## src/rtl/m_clk_div.sv

```systemverilog
// Programmable integer clock divider: flop-driven divided clock level plus a
// one-cycle tick, with divisor and run/stop changes held to period boundaries.
module m_clk_div #(
   parameter int DIV_W     = 8,
   parameter int RESET_DIV = 2
) (
   input  logic             clk,
   input  logic             rst_n,
   input  logic             div_en,
   input  logic [DIV_W-1:0] div_ratio,
   input  logic             div_update,
   output logic             div_clk,
   output logic             div_tick,
   output logic             upd_ack,
   output logic             running
);

   typedef enum logic {IDLE, RUN} state_t;

   localparam logic [DIV_W-1:0] RESET_N = DIV_W'(RESET_DIV);
   localparam logic [DIV_W-1:0] MIN_N   = DIV_W'(2);

   state_t           state;
   logic [DIV_W-1:0] cnt;
   logic [DIV_W-1:0] n_cur;
   logic [DIV_W-1:0] pending;
   logic             pend_vld;

   logic [DIV_W-1:0] ratio_clamped;
   logic [DIV_W-1:0] high_len;
   logic [DIV_W-1:0] cnt_inc;
   logic             boundary;

   // High phase is ceil(N/2); computed without widening so N = 2^DIV_W-1 is safe.
   always_comb begin
      ratio_clamped = (div_ratio < MIN_N) ? MIN_N : div_ratio;
      high_len      = (n_cur >> 1) + {{(DIV_W-1){1'b0}}, n_cur[0]};
      cnt_inc       = cnt + 1'b1;
      boundary      = (cnt == n_cur - 1'b1);
   end

   always_ff @(posedge clk or negedge rst_n) begin
      if (!rst_n) begin
         state    <= IDLE;
         cnt      <= '0;
         n_cur    <= RESET_N;
         pending  <= RESET_N;
         pend_vld <= 1'b0;
         div_clk  <= 1'b0;
         div_tick <= 1'b0;
         upd_ack  <= 1'b0;
         running  <= 1'b0;
      end else begin
         div_tick <= 1'b0;
         upd_ack  <= 1'b0;
         case (state)
            IDLE: begin
               if (div_update) begin
                  n_cur   <= ratio_clamped;
                  upd_ack <= 1'b1;
               end
               if (div_en) begin
                  state    <= RUN;
                  cnt      <= '0;
                  div_clk  <= 1'b1;
                  div_tick <= 1'b1;
                  running  <= 1'b1;
               end
            end
            RUN: begin
               if (boundary) begin
                  // A same-cycle request overrides anything still pending.
                  if (div_update) begin
                     n_cur    <= ratio_clamped;
                     pend_vld <= 1'b0;
                     upd_ack  <= 1'b1;
                  end else if (pend_vld) begin
                     n_cur    <= pending;
                     pend_vld <= 1'b0;
                     upd_ack  <= 1'b1;
                  end
                  cnt <= '0;
                  if (div_en) begin
                     div_clk  <= 1'b1;
                     div_tick <= 1'b1;
                  end else begin
                     state   <= IDLE;
                     div_clk <= 1'b0;
                     running <= 1'b0;
                  end
               end else begin
                  cnt     <= cnt_inc;
                  div_clk <= (cnt_inc < high_len);
                  if (div_update) begin
                     pending  <= ratio_clamped;
                     pend_vld <= 1'b1;
                  end
               end
            end
         endcase
      end
   end

endmodule

```

## config.mk

```make
export PLATFORM = sky130hd
export DESIGN_NAME = m_clk_div
export DESIGN_NICKNAME = d
export VERILOG_FILES = /design/src/rtl/m_clk_div.sv
export SDC_FILE = /design/constraint.sdc
export NUM_CORES = 1
export LEC_CHECK = 0
export BUFFER_PORTS_ARGS = -buffer_cell sky130_fd_sc_hd__buf_2
export CAP_MARGIN = 15
export CORE_ASPECT_RATIO = 0.7
export CORE_MARGIN = 2
export CORE_UTILIZATION = 40
export CTS_CLUSTER_DIAMETER = 150
export DETAILED_ROUTE_END_ITERATION = 6
export PLACE_DENSITY_LB_ADDON = 0.25
export SETUP_SLACK_MARGIN = 0.2
export SLEW_MARGIN = 20
export SYNTH_ARGS = -nofsm -noshare
export SYNTH_HDL_FRONTEND = slang
export SYNTH_SLANG_ARGS = --single-unit
```

## constraint.sdc

```tcl
create_clock -name clk -period 2.9 [get_ports clk]
set_input_delay 0.29 -clock clk [delete_from_list [all_inputs] [get_ports clk]]
set_output_delay 0.29 -clock clk [all_outputs]
set_load 0.02 [all_outputs]
```

## Word-level counts from Yosys, hierarchy flattened

Index checks and enable logic that the tools add are counted.
Widths: inputs -> output; s select.

| storage, ports and cells | value |
|---|---|
| register bits after elaboration | 30 |
| bits of input ports | 12 |
| output and inout port bits | 4 |
| word-level logic and storage cells | 54 |

| cells by class | value |
|---|---|
| $add $sub $neg | 3 |
| order comparisons | 2 |
| equal/unequal tests | 6 |
| multiplexer cells | 27 |
| bitwise logic cells | 2 |
| reduce and logical (&&, ||, !) cells | 5 |

Operators by type and width:

| kind | count |
|---|---|
| $mux 8 | 7 |
| $pmux 8 s2 | 2 |
| $mux 1 | 13 |
| $pmux 1 s2 | 5 |
| $reduce_and 3->1 | 3 |
| $add 7x1->8 | 1 |
| $add 8x1->8 const B | 1 |
| $eq 8x8->1 | 1 |
| $lt 8x2->1 const B | 1 |
| $lt 8x8->1 | 1 |
| $sub 8x1->8 const B | 1 |
| $ne 2x2->1 const B | 3 |
| $ne 3x2->1 const B | 1 |
| $ne 2x1->1 const B | 1 |
| $not 1->1 | 2 |
| $reduce_and 2->1 | 1 |
| $reduce_bool 2->1 | 1 |

## Logic depth before layout (Yosys ltp)

Gate-level depths: netlist of the first run.

| logic depth | value |
|---|---|
| word-level depth | 5 |
| depth in mapped cells | 11 |
| gate-level depth less buffers | 11 |

## Worst setup path before layout of the first run

Ideal clock, no wire load.

| timing | value |
|---|---|
| kind | reg2reg |
| start | reg n_cur[1] |
| end | reg pending[2] |
| setup time | 0.125 ns |
| arrival time | 2.212 ns |
| data required time | 2.775 ns |
| setup slack | 0.563 ns |
| stages on the path, launching flop included | 10 |
| buffers on the path | 0 |
| clock period less this slack | 2.337 ns |
| cell sequence | dfstp_2 -> inv_1 -> ha_1 -> xor2_1 -> o211ai_1 -> a31o_2 -> a21oi_1 -> a31oi_4 -> nand2_2 -> mux2_2 |

| between the ends | value |
|---|---|
| word-level cells in the longest chain between the ends | 4 |

Ends and longest elaborated chain:

| item | RTL line | source |
|---|---|---|
| start: declaration | 25 | `logic [DIV_W-1:0] n_cur;` |
| start signal: assignment | 59 | `n_cur <= ratio_clamped;` |
| start signal: assignment | 74 | `n_cur <= ratio_clamped;` |
| start signal: assignment | 78 | `n_cur <= pending;` |
| $sub 8x1->8 | 39 | `boundary = (cnt == n_cur - 1'b1);` |
| $eq 8x8->1 | 39 |  |
| $not 1->1 (no line) | -- |  |
| $reduce_and 3->1 (no line) | -- |  |
| end signal: assignment | 95 | `pending <= ratio_clamped;` |
| end: declaration | 26 | `logic [DIV_W-1:0] pending;` |

Every way passes these cells.
A chain may end at the register's enable or synchronous reset.

## Worst setup path after layout of the first run

| timing | value |
|---|---|
| start | reg n_cur[1] |
| end | reg pending[7] |

Same word-level chain as after synthesis.

==> reports/summary.md, run 1 <==
The peak fanout along the critical path is 8, and the worst setup slack before clock tree synthesis is 191 ps. The antenna diode count is 0. Of all flip-flops after synthesis, the portion carrying an async set or reset was 100%. For the clock latency at the later pin of the worst-skew pair, the log shows 290 ps.

STA classifies the critical path startpoint as a flip-flop. The number of flip-flops and latches in the synthesized netlist came out at 30. The tools report the relative slew slack as 53.3%. The kind of end point of the critical path is a flip-flop. The tools report the number of global-route vias before repair as 1599.

The tightest min-delay check is of the primary input to async pin type. The final count of pins violating max slew is 0. The synthesized netlist occupies a cell area of 0.00218 mm2. After clock tree synthesis, the clock-pin slew on the worst setup and hold paths is 70 ps. The tools report the total track usage as 16.5%.

The remaining number of nets flagged by the antenna check after routing is 0. Dividing the detail-routed wire length by the instance count gives 14.7 um. The tool flagged a number of max-cap violations equal to 0. The estimated wirelength of the detail-placed design was 3290 um; the number of warning messages in the yosys log was 0.

Final layout net count: 251. Setup slack on the critical path of the routed design comes to 332 ps. The sum of negative setup slack came out at 0 ps. Static power due to leakage: 1.02 nW. The finished cells cover 0.00238 mm2. In this run, CTS created clock tree buffers numbering 5. The sequential cell area fraction in the yosys report was 34.6%. The total area inside the core boundary comes to 0.00526 mm2. The floorplan step set the die height to 65.7 um.

The worst-margin pin slew was 701 ps. Summed over all layers, the routed wires come to 4430 um. Maximum clock rate: 389 MHz.

The tools report the root buffer cell as clkbuf_8. The pre-antenna-repair detailed-routing pass consisted of 4 iterations. Die area: 0.00606 mm2. Most common library cell in the layout ignoring fill and taps: dfrtp_1. The synthesis-to-layout area growth is 9.25%. In this run, synthesis inferred 0 flip-flops with an integrated enable. Once layout is complete, the cells apart from fillers number 301. The logs give 0.00227 mm2 for the area after detailed placement and 218 for the number of cells produced by synthesis. The count of buffers inserted at the top-level ports was 15; the weighted congestion reported at the end of routability-driven placement was 0.792.

The logs give 0 for the number of antenna violations at the first check in global routing and 30 for the number of clock sinks seen by CTS. For this design the ratio of total power to cell area is 1040 mW/mm2. The worst-case IR drop observed on VDD is 0.000464 V. For this block, the initial DRC count from the detailed router was 64.

The run gives 22 as the number of placement rows. The category of the most critical setup path is flip-flop to flip-flop. The first-pass GRT wire length is 7820 um, and the share of cells above drive strength 1 is 27.9%. Setup repair after global routing could not meet its margin everywhere.

Setup violations remaining at the end of the flow were counted as 0. In this run, placement finished with an instance count of 293. The average instance in the mapped netlist occupies 9.99 um2. The die boundary width came out at 92.2 um.

The final worst clock skew was 10.0 ps; the total count of hold-check failures in the final report was 0. The run gives 53 as the number of unique standard cell types used by synthesis. Across all layers, the routed design uses 1590 vias. The top cell types in the final layout, fill and taps aside, are dfrtp_1 (28), buf_2 (15), nor2_1 (13), o21ai_0 (13), mux2_2 (13). The top cell type's share of synthesized area was 32.2%.

The cell family with the largest share of critical-path delay is compound AO/OA/AOI/OAI gates. The clock passes through at most 2 buffers. Data on the critical path arrives at its endpoint at 2740 ps. The leading register cell type out of synthesis was dfrtp_1. Dividing the final minimum period by the clock period gives 88.6%. The final period demand of the worst path works out to 2570 ps. The critical path's slowest cell was dfstp_2. The critical path goes through inv_1 > ha_1 > xor2_1 > o211ai_1 > a31o_2 > a21oi_4 > a31oi_4 > nand2_2 > mux2_2. The logs give 41.4% for the starting density of the core and 241 for the net count of the mapped netlist. TritonCTS built the clock tree. In the routed layout, each cell is associated on average with a via count of 5.28. Leading area contributor after synthesis: dfrtp_1.

For the number of design rule violations left after detail routing, the log shows 0. The residual overflow from global routing is 0. STA puts the critical path data required time at 3080 ps. Number of buffers and inverters on the critical path: 1.

For this run, the slowest stage of the critical path takes 550 ps. By area the synthesized netlist is led by dfrtp_1 (32%), mux2_2 (6.7%), ha_1 (6.3%), a2bb2oi_2 (4.1%), xnor2_1 (4.0%). 16 I/O pins were placed. CTS built an H-tree with a depth of 2. The flow ran to the end, and the final reports show no timing, DRC or antenna violations.

Entering global routing, the biggest net connects 31 pins.
metrics by stage:
stage / hold WS (ps) / power, mW / utilization (%)
final: 47.2 / 2.48 / 45.3
after global routing: 111 / 2.73 / 45.3
after CTS: 70.3 / 2.48 / 45.1
after detailed placement: 383 / 2.08 / 43.1
after global placement: 370 / 2.05 / 43.1
after floorplan: -5.59 / 1.85 / -
layout make-up:
class	count	area, um2
clock buffer	6	82.6
clock inverter	2	12.5
fill	511	2880
inverter	8	30.0
multi-input combinational	165	1310
sequential	30	753
tap	72	90.1
timing repair buffer	18	97.6
Yosys cell counts (2+ instances only):
cell	instances
mux2_2	13
o21a_1	3
dfrtp_1	28
and3_1	5
nand2_1	8
nand2b_4	2
o21ai_0	13
xor2_1	10
nor2_1	13
inv_1	8
a22o_1	5
clkbuf_1	4
or2_1	6
o211ai_1	2
nand2b_1	2
a21oi_1	7
nor2b_1	3
buf_6	5
a31oi_1	2
o22ai_1	6
or2_2	2
or3_1	2
a2bb2oi_2	6
buf_2	5
xnor2_1	10
ha_1	11
dfstp_2	2
nand3_1	10
layer usage:
layer / track usage [%] / vias to the layer above / wire length [um]
li1: - / 791 / -
met1: 25.2 / 762 / 2470
met2: 23.3 / 30 / 1720
met3: 3.56 / 7 / 183
met4: 4.48 / 0 / 46
met5: 0 / - / 0
timing repair:
| action | in CTS | in global routing |
|---|---|---|
| setup buffers | 0 | 0 |
| gates resized for setup | 2 | 1 |
| endpoints found under the setup margin | 4 | 9 |
| hold buffers | 0 | 0 |
| hold endpoints to repair | 0 | 0 |
flip-flops by register name (all words and copies together), names as in the netlist:
register,cells
cnt,8
div_clk,1
div_tick,1
n_cur,8
pend_vld,1
pending,8
running,1
state,1
upd_ack,1
final timing paths:
path | start | cells past startpoint | slack [ps] | to
worst max-delay path | n_cur[1] | 9 | 330 | pending[7]
worst min-delay path | rst_n | 1 | 50 | n_cur[2]
worst max register to register | n_cur[1] | 9 | 330 | pending[7]
worst min register to register | pending[2] | 1 | 510 | pending[2]
max in group asynchronous | rst_n | 1 | 2400 | cnt[7]
min in group clk | div_ratio[2] | 2 | 290 | n_cur[2]
logic make-up (layout without fill, tap and decap cells):
group           Yosys count  in the layout  synth area share, %
simple gates             63             63                 16.6
compound gates           56             56                 20.6
flops                    30             30                 34.6
buf+inv                  23             34                 5.97
xor+xnor                 21             21                 8.79
mux                      14             14                 7.18
fa+ha+maj                11             11                 6.32
where the power goes:
| part | total, mW | leakage, nW | internal (mW) | switching [mW] |
|---|---|---|---|---|
| Combinational | 1.32 | 0.620 | 0.643 | 0.681 |
| Clock | 0.359 | 0.0472 | 0.191 | 0.169 |
| Sequential | 0.794 | 0.349 | 0.577 | 0.217 |
| Total | 2.48 | 1.02 | 1.41 | 1.07 |
Note: power is estimated with default switching activity, not from simulation.
==> run 2: changes to the inputs <==
--- a/config.mk
+++ b/config.mk
@@ -12,6 +12,7 @@
 export CORE_UTILIZATION = 40
 export CTS_CLUSTER_DIAMETER = 150
 export DETAILED_ROUTE_END_ITERATION = 6
+export GPL_TIMING_DRIVEN = 0
 export PLACE_DENSITY_LB_ADDON = 0.25
 export SETUP_SLACK_MARGIN = 0.2
 export SLEW_MARGIN = 20
==> run 2 against run 1 <==
Effect of this change: core utilization increased by 1.2 points; worst setup slack improved by 65 ps; power increased by 1.6%; cell count increased by 3.7%; hold slack got worse by 6.3 ps; largest cell class unchanged; largest power group unchanged.
==> reports/summary.md, run 2 (synthesized netlist as in run 1, its figures left out) <==
Most used cells in the layout excluding fill and tap cells: dfrtp_1 (28), buf_2 (19), nor2_1 (13), o21ai_0 (13), mux2_2 (13) (was dfrtp_1 (28), buf_2 (15), nor2_1 (13), o21ai_0 (13), mux2_2 (13)). The count of boundary I/O pins was 16 (unchanged). The run gives 5 (unchanged) as the number of buffers created by CTS. The count of buffers inserted at the top-level ports is 14 (was 15), and the final worst-path setup slack is 397 ps (was 332 ps). Final worst clock skew: 2.39 ps (was 10.0 ps). The number of non-filler instances in the completed layout came out at 312 (was 301).

The cell family with the largest share of critical-path delay is compound AO/OA/AOI/OAI gates (unchanged). The total track usage was 16.9% (was 16.5%). For the clock latency at the later pin of the worst-skew pair, the log shows 290 ps (about the same).

The sum of negative setup slack was 0 ps (unchanged); the biggest cell delay along the critical path was 560 ps (was 550 ps). The tools report the overall via count from detail_route as 1658 (was 1590). Share of the clock period used by the worst path after layout: 86.3% (was 88.6%). Crit path cell chain: inv_1 > ha_1 > xor2_1 > o211ai_1 > a31o_2 > a21oi_2 > nand3_2 > buf_6 > or2_1 > a2bb2oi_2 (was inv_1 > ha_1 > xor2_1 > o211ai_1 > a31o_2 > a21oi_4 > a31oi_4 > nand2_2 > mux2_2). The post-cts sizing count came out at 0 (was 2). The root buffer cell was clkbuf_8 (unchanged). The tools report the cell total after placement as 304 (was 293). The logs give 4580 um (was 4430 um) for the routed wire length and 1.06 nW (was 1.02 nW) for the static power due to leakage. The tools report the first-pass GRT wire length as 7760 um (was 7820 um). Number of buffers and inverters on the critical path: 2 (was 1).

Worst-margin pin slew: 690 ps (was 701 ps). The die boundary width was 92.2 um (unchanged); the number of design rule violations left after detail routing was 0 (unchanged). The power density over the cells was 1030 mW/mm2 (was 1040 mW/mm2). Setup repair after global routing left no endpoint under its margin. The maximum clock rate was 399 MHz (was 389 MHz). Residual overflow from global routing: 0 (unchanged). Count of buffers added by post-CTS timing repair for setup: 0 (unchanged). The pin count of the biggest net entering global routing is 31 (unchanged). TritonCTS built the clock tree. The logs give 0.000498 V (was 0.000464 V) for the worst-case vdd ir drop and 0 (unchanged) for the remaining number of nets flagged by the antenna check after routing. The weighted congestion reported at the end of routability-driven placement came out at 0.801 (was 0.792). Path class of the lowest-slack min-delay path: primary input to async pin (unchanged).

The wire length per cell is 14.7 um (about the same). The tools report the core region area as 0.00526 mm2 (unchanged). The number of clock sinks seen by CTS is 30 (unchanged). Leading registers by flop count: cnt (8), n_cur (8), pending (8) (unchanged). The total power consumption of the routed design is 2.52 mW (was 2.48 mW), and the initial detailed-routing violation count is 85 (was 64).

The run gives 317 ps (was 191 ps) as the worst setup slack before clock tree synthesis. The post-CTS clock slew at the launch and capture registers of the worst setup and hold paths came out at 70 ps (about the same). The peak fanout along the critical path is 10 (was 8), and the number of buffers inserted for hold repair after clock tree synthesis is 0 (unchanged). The number of antenna violations at the first check in global routing was 0 (unchanged). The final layout net count was 262 (was 251); the number of failing setup endpoints in the final timing report was 0 (unchanged). The tools report the arrival time at the worst endpoint as 2730 ps (was 2740 ps).

The via-per-instance ratio was 5.31 (was 5.28). The post-layout utilization of the core was 46.5% (was 45.3%); the number of violations of the max-capacitance limit was 0 (unchanged). The tools report the die area as 0.00606 mm2 (unchanged). The synthesis-to-layout area growth is 12.1% (was 9.25%). The total count of hold-check failures in the final report is 0 (unchanged), and the post-route cell area is 0.00244 mm2 (was 0.00238 mm2). The maximum buffer depth of the clock tree was 2 (unchanged); the deepest level of the CTS H-tree was 2 (unchanged). The tools report the kind of end point of the critical path as a flip-flop (unchanged).

The flow ran to the end, and the final reports show no timing, DRC or antenna violations. The share of cells above drive strength 1 was 28.7% (was 27.9%); the estimated wirelength of the detail-placed design was 3430 um (was 3290 um). Category of the most critical setup path: flip-flop to flip-flop (unchanged). The area after detailed placement was 0.00234 mm2 (was 0.00227 mm2); the antenna diode count was 0 (unchanged). The logs give 54.0% (was 53.3%) for the relative slew slack and 22 (unchanged) for the number of placement rows. The most common library cell in the layout ignoring fill and taps is dfrtp_1 (unchanged). The number of optimization iterations in the first detailed-route pass was 4 (unchanged).

The die extent in y came out at 65.7 um (unchanged). The final period demand of the worst path was 2500 ps (was 2570 ps); the number of global-route vias before repair was 1540 (was 1599). The starting density of the core is 41.4% (unchanged). The type of element launching the critical path is a flip-flop (unchanged). The final count of pins violating max slew was 0 (unchanged).

The critical path's slowest cell is dfstp_2 (unchanged). The logs give 3120 ps (was 3080 ps) for the data required time of the critical path and 40.9 ps (was 47.2 ps) for the worst hold margin.
## run 2: cell count changes in the layout (fill, tap and decap cells not counted), sizes merged
cell      previous run  this run
clkbuf               6        11
buf                 18        25
clkinvlp             1         0
## run 2: power breakdown
group	switching, mW	total [mW]	internal (mW)
Clock	0.170	0.361	0.191
Combinational	0.781	1.47	0.689
Sequential	0.108	0.684	0.577
## run 2: final timing paths
check                            from         end  slack (ps)  cells after the start
setup / recovery             n_cur[1]    n_cur[7]         400                     10
hold / removal                  rst_n  pending[0]          40                      1
setup reg to reg             n_cur[1]    n_cur[7]         400                     10
hold reg to reg            pending[4]  pending[4]         510                      1
max in group asynchronous       rst_n      cnt[5]        2420                      1
min in group clk               div_en       state         280                      2
## run 2: worst reg2reg max path: cells and delay by family, from the launching register on
kind / cells / cell delay, ps
and+or+nand+nor: 2 / 450
adders and majority gates: 1 / 300
AOI/OAI and AO/OA: 4 / 680
DFF: 1 / 560
xor gates and xnor gates: 1 / 170
buffers and inverters: 2 / 280
## run 2: layout make-up
type	count	area, um2
multi-input combinational	165	1310
inverter	8	30.0
fill	499	2820
sequential	30	753
clock buffer	7	86.3
buffer	15	100
clock inverter	1	5.00
tap	72	90.1
timing repair buffer	14	70.1
## run 2: routing by layer
metal	up-vias	global-route usage (%)	routed length [um]
met1	797	26.5	2550
met4	0	5.41	57
met3	7	4.36	250
li1	816	-	-
met2	38	21.9	1730
met5	-	0	0
